## src/rtl/kbonacci_pkg.sv

```systemverilog
// Shared types and helpers for the k-bonacci term generator.
package kbonacci_pkg;

  localparam int MAX_ORDER = 4;

  typedef enum logic [1:0] {
    IDLE,
    RUN,
    HOLD,
    DONE
  } kb_state_e;

  // Classic k-bonacci seeding: every slot zero except the last, which is one.
  function automatic logic default_seed_lsb(input int slot, input int order);
    return (slot == order - 1);
  endfunction

endpackage

```

## src/rtl/kbonacci_window.sv

```systemverilog
// Sliding window of the last ORDER terms plus the adder that forms the next term.
module kb_window
  import kbonacci_pkg::*;
#(
  parameter int BITS  = 32,
  parameter int ORDER = 2
) (
  input  logic                       clk,
  input  logic                       rst_n,
  input  logic                       load,
  input  logic                       shift,
  input  logic [ORDER-1:0][BITS-1:0] load_data,
  output logic [BITS-1:0]            term,
  output logic                       carry
);

  logic [ORDER-1:0][BITS-1:0] win;
  logic [BITS+1:0]            sum;

  // Two guard bits hold the full sum of up to four words, so any wrap shows up as carry.
  always_comb begin
    sum = '0;
    for (int j = 0; j < ORDER; j++) begin
      sum = sum + {2'b00, win[j]};
    end
  end

  assign term  = sum[BITS-1:0];
  assign carry = |sum[BITS+1:BITS];

  always_ff @(posedge clk or negedge rst_n) begin
    if (!rst_n) begin
      win <= '0;
    end else if (load) begin
      win <= load_data;
    end else if (shift) begin
      for (int j = 0; j < ORDER - 1; j++) begin
        win[j] <= win[j+1];
      end
      win[ORDER-1] <= term;
    end
  end

endmodule

```

## src/rtl/kbonacci.sv

```systemverilog
// k-bonacci term generator: returns t(n), optionally streaming every computed term.
module kbonacci
  import kbonacci_pkg::*;
#(
  parameter int BITS  = 32,
  parameter int ORDER = 2
) (
  input  logic            clk,
  input  logic            rst_n,
  input  logic [BITS-1:0] inp,
  input  logic            ie,
  input  logic            seed_we,
  input  logic [1:0]      seed_sel,
  input  logic [BITS-1:0] seed,
  input  logic            stream,
  input  logic            ack,
  output logic [BITS-1:0] out,
  output logic            oe,
  output logic            last,
  output logic            ovf,
  output logic            ready
);

  if (ORDER < 2 || ORDER > MAX_ORDER) begin : g_order_check
    $error("kbonacci: ORDER must be in 2..4");
  end

  kb_state_e                  state;
  logic [BITS-1:0]            cnt;
  logic                       stream_q;
  logic [ORDER-1:0][BITS-1:0] seeds;
  logic [ORDER-1:0][BITS-1:0] load_data;
  logic [BITS-1:0]            small_val;
  logic                       n_small;
  logic [BITS-1:0]            term;
  logic                       carry;
  logic                       accept;

  assign ready   = (state == IDLE);
  assign accept  = ready && ie;
  assign n_small = (inp < BITS'(ORDER));

  // A write in the same cycle as a request is merged here so the request sees the new seed.
  always_comb begin
    load_data = seeds;
    if (seed_we) begin
      for (int j = 0; j < ORDER; j++) begin
        if (seed_sel == 2'(j)) load_data[j] = seed;
      end
    end
  end

  always_comb begin
    small_val = '0;
    for (int j = 0; j < ORDER; j++) begin
      if (inp == BITS'(j)) small_val = load_data[j];
    end
  end

  always_ff @(posedge clk or negedge rst_n) begin
    if (!rst_n) begin
      for (int j = 0; j < ORDER; j++) begin
        seeds[j] <= {{(BITS-1){1'b0}}, default_seed_lsb(j, ORDER)};
      end
    end else if (ready && seed_we) begin
      seeds <= load_data;
    end
  end

  kb_window #(
    .BITS  (BITS),
    .ORDER (ORDER)
  ) u_window (
    .clk       (clk),
    .rst_n     (rst_n),
    .load      (accept),
    .shift     (state == RUN),
    .load_data (load_data),
    .term      (term),
    .carry     (carry)
  );

  // cnt holds the number of terms still to compute; it starts at n-k+1 so n = 2^BITS-1 fits.
  always_ff @(posedge clk or negedge rst_n) begin
    if (!rst_n) begin
      state    <= IDLE;
      out      <= '0;
      oe       <= 1'b0;
      last     <= 1'b0;
      ovf      <= 1'b0;
      cnt      <= '0;
      stream_q <= 1'b0;
    end else begin
      case (state)
        IDLE: begin
          if (ie) begin
            stream_q <= stream;
            ovf      <= 1'b0;
            if (n_small) begin
              out   <= small_val;
              oe    <= 1'b1;
              last  <= 1'b1;
              state <= DONE;
            end else begin
              cnt   <= inp - BITS'(ORDER - 1);
              state <= RUN;
            end
          end
        end
        RUN: begin
          if (carry) ovf <= 1'b1;
          if (cnt == BITS'(1)) begin
            out   <= term;
            oe    <= 1'b1;
            last  <= 1'b1;
            state <= DONE;
          end else begin
            cnt <= cnt - BITS'(1);
            if (stream_q) begin
              out   <= term;
              oe    <= 1'b1;
              last  <= 1'b0;
              state <= HOLD;
            end
          end
        end
        HOLD: begin
          if (ack) begin
            oe    <= 1'b0;
            state <= RUN;
          end
        end
        DONE: begin
          if (ack) begin
            oe    <= 1'b0;
            last  <= 1'b0;
            state <= IDLE;
          end
        end
        default: state <= IDLE;
      endcase
    end
  end

endmodule
```

## config.mk

```make
export PLATFORM = sky130hd
export DESIGN_NAME = kbonacci
export DESIGN_NICKNAME = d
export VERILOG_FILES = /design/src/rtl/kbonacci_pkg.sv /design/src/rtl/kbonacci_window.sv /design/src/rtl/kbonacci.sv
export SDC_FILE = /design/constraint.sdc
export NUM_CORES = 1
export LEC_CHECK = 0
export CORE_MARGIN = 2
export CORE_UTILIZATION = 32
export DETAILED_ROUTE_END_ITERATION = 8
export PLACE_DENSITY = 0.52
export SYNTH_ARGS = -nofsm -noshare
export SYNTH_HDL_FRONTEND = slang
export SYNTH_HIERARCHICAL = 1
export SYNTH_SLANG_ARGS = --single-unit
```

## constraint.sdc

```tcl
create_clock -name clk -period 4.3 [get_ports clk]
set_clock_uncertainty 0.2 [all_clocks]
set_input_delay 1.075 -clock clk [delete_from_list [all_inputs] [get_ports clk]]
set_output_delay 1.075 -clock clk [all_outputs]
set_load 0.02 [all_outputs]
```

==> results.md <==
* Status: complete, no violations
* # DRC at 0
* Worst-margin pin slew at between 0.7 and 0.8 ns
* Flip-flop and latch area at between 4000 and 5000 µm²
* Tot GR Track Use at 18.18%
* Synthesized area per cell at a little under 10 µm²
* Sequential element share of the synthesized area at 39.82%
* Final TNS setup at 0 ns
* Post-synth EDFFs at 0
* Width of the die at 201.2 µm
* Core ar. at 38560 µm²
* Initial core utilization at between 30% and 40%
* Flops & latches, synth at around 200
* Vias at just over 10000
* FILL cells at 3934
* Initial DRC count at 571
* Post-Syn Nets at 1397
* Final min period at 3.643 ns
* Slowest library cell on the worst path: o31ai_1
* Synthesized instance count at 1288
* Vias/cell at approximately 5.4
* CTS root buf: clkbuf_16
* Crit. Startpoint: inp[4]
* Synth async-reset ratio at 100.0%
* Largest net degree at the start of global routing at 85
* Largest cells by area after synthesis: dfrtp_1, mux2_2, o21ai_0
* Required time worst endpoint at 4.49 ns
* Num CTS Buffers at 17
* Critical Path End Type: register
* GP Congestion at ~0.86
* Final HPWL DP at 24.38 mm
* P_leak at 5.910 nW
* P&R area growth vs syn at 18.35%
* Final Hold Viols at 0
* Fmax at ~270 MHz
* Post-CTS Resized at 0
* Peak supply drop at 0.4578 mV
* PortBufs at 107
* Slew Viols, Final at 0
* Kind of critical path: input pin to register
* Clock Sinks at 198
* Die H at 201.2 µm
* Site Rows at between 70 and 80
* H-tree levels at 4
* Nets at 1463
* Most used cell, CP: buf_4
* Crit path DAT at 3.83 ns
* Drt total wl at 36.11 mm
* Antenna diode count at 0
* Commonest non-fill, non-tap cells in the layout: dfrtp_1, o21ai_0, mux2_2
* Drt pass-1 iters at 5
* Maximum Capacitance Violations at 0
* YS warnings at 6
* Most used DFF post-synth: dfrtp_1
* Slowest cell delay on critical path at 0.55 ns
* Clk_lat worst skew at 0.46 ns
* Crit Path Max Fanout at 20
* Vias in the first global route at 10449
* First-pass GRT wire length at roughly 60 mm
* R2r startpoint: cnt[26]$_DFFE_PN0P_
* Clk buf depth at 2
* Multi-input logic area at 7071 µm²
* Hold path start: seeds[59]$_DFFE_PN0P_
* CTS tree: built
* Post-detailed-route count of antenna-violating nets at 0
* Leading area contributor after synthesis: dfrtp_1
* Grt total ovfl at 0
* Final period util at between 80% and 90%
* Cell variety after synth at 80
* Layout cells sized above 1 at between 15 and 20%
* Commonest non-fill, non-tap cell in the layout: dfrtp_1
* Drt wl/cell at 19.16 µm
* Share of the synthesized area in the top cell type at 39.61%
* Min Hold Slack at between 0.3 and 0.4 ns
* Final setup fails at 0
* I/O pin count at 108
* Antenna violations before repair at 0
* Unrepaired setup endpoints after global routing: no
* Clk slew on worst S/H paths at 0.08 ns
* Worst Hold Class: register to register
* Critical Path Source Type: input pin
* CP cell instances: clkdlybuf4s50_1 -> nor4_1 -> buf_4 -> nand4b_2 -> o31ai_1 -> o21ai_4 -> a21oi_4 -> buf_4 -> o22a_1
* Setup bufs post-CTS at 0
* Hold-fix buffers, CTS at 0
* Mapped cell area at 12450 µm²
* Die area at 40490 µm²
* Slew HR at 48.12%
* PD cells at 789.4 nW/µm²
==> final timing paths <==
kind / cells past startpoint / slack (ns) / end
worst min-delay path: 1 / 0.30 / seeds[59]$_DFFE_PN0P_
min in group asynchronous: 1 / 0.49 / seeds[37]$_DFFE_PN0P_
max in group asynchronous: 2 / 2.56 / seeds[32]$_DFFE_PN1P_
worst min register to register: 1 / 0.30 / seeds[59]$_DFFE_PN0P_
worst max-delay path: 9 / 0.66 / out[0]$_DFFE_PN0P_
worst max register to register: 6 / 0.93 / cnt[13]$_DFFE_PN0P_
==> per-layer routing <==
metal / share of wire [%] / GRT usage (%) / vias to the layer above / routed length (µm)
met3: 3.5 / 3.126 / 23 / 1255
met4: 1.4 / 3.992 / 0 / 502
met5: 0 / 0 / - / 0
met1: 48 / 25.04 / 5048 / 17340
met2: 47 / 29.92 / 173 / 17010
li1: - / - / 4959 / -
==> cell usage after synthesis (all sizes together), types with 33 or more instances <==
library cell / number
xor2: 33
nand2: 102
ha: 36
clkbuf: 72
a22oi: 36
nor2: 49
a21oi: 78
mux2: 126
dfrtp: 197
nor3: 36
o21ai: 164
mux2i: 47
==> cells by family (layout without fill, tap and decap cells) <==
| group | Yosys count | in the layout | synth area share [%] |
|---|---|---|---|
| compound gates | 410 | 410 | 21.49 |
| xor+xnor | 56 | 56 | 3.941 |
| fa+ha+maj | 37 | 37 | 3.780 |
| simple gates | 304 | 304 | 12.17 |
| buf+inv | 110 | 188 | 3.609 |
| mux | 173 | 173 | 15.18 |
| flops | 198 | 198 | 39.82 |
==> registers in the layout, indices dropped and copies added, names as in the netlist <==
signal / count
state: 2
out: 32
seeds: 64
last: 1
ovf: 1
oe: 1
cnt: 32
u_window/win: 64
stream_q: 1
==> layout make-up <==
| class | count | area share, % |
|---|---|---|
| multi-input combinational | 980 | 48.00 |
| sequential | 198 | 33.65 |
| timing repair buffer | 134 | 9.268 |
| tap | 518 | 4.400 |
| clock buffer | 18 | 2.982 |
| clock inverter | 13 | 1.096 |
| inverter | 23 | 0.6031 |
==> where the power goes <==
part           switching, mW  leakage, nW  internal (mW)
sequential             0.634         2.42           2.81
clock                  0.832        0.286          0.847
combinational           3.63         3.20           2.87
==> per-stage QoR <==
| stage | setup WS (ns) | instances | power, mW | instance area [µm²] | util [%] |
|---|---|---|---|---|---|
| 6_report | 0.6568 | 1884 | 11.63 | 14730 | 38.20 |
| 4_1_cts | 0.6154 | 1884 | 11.70 | 14730 | 38.20 |
| 2_1_floorplan | 0.9520 | 1288 | 8.120 | 12450 | - |
| 5_1_grt | 0.3342 | 1884 | 12.60 | 14730 | 38.20 |
| 3_5_place_dp | 0.1484 | 1853 | 9.962 | 14130 | 36.64 |
| 3_3_place_gp | 0.2259 | 1853 | 9.866 | 14130 | 36.64 |
==> worst max-delay path, delay by kind of cell <==
family                 cells  cell delay (ns)
AO/OA/AOI/OAI              4             1.18
buffers and inverters      3             0.99
AND/OR/NAND/NOR            2             0.58
Note: power is estimated with default switching activity, not from simulation.
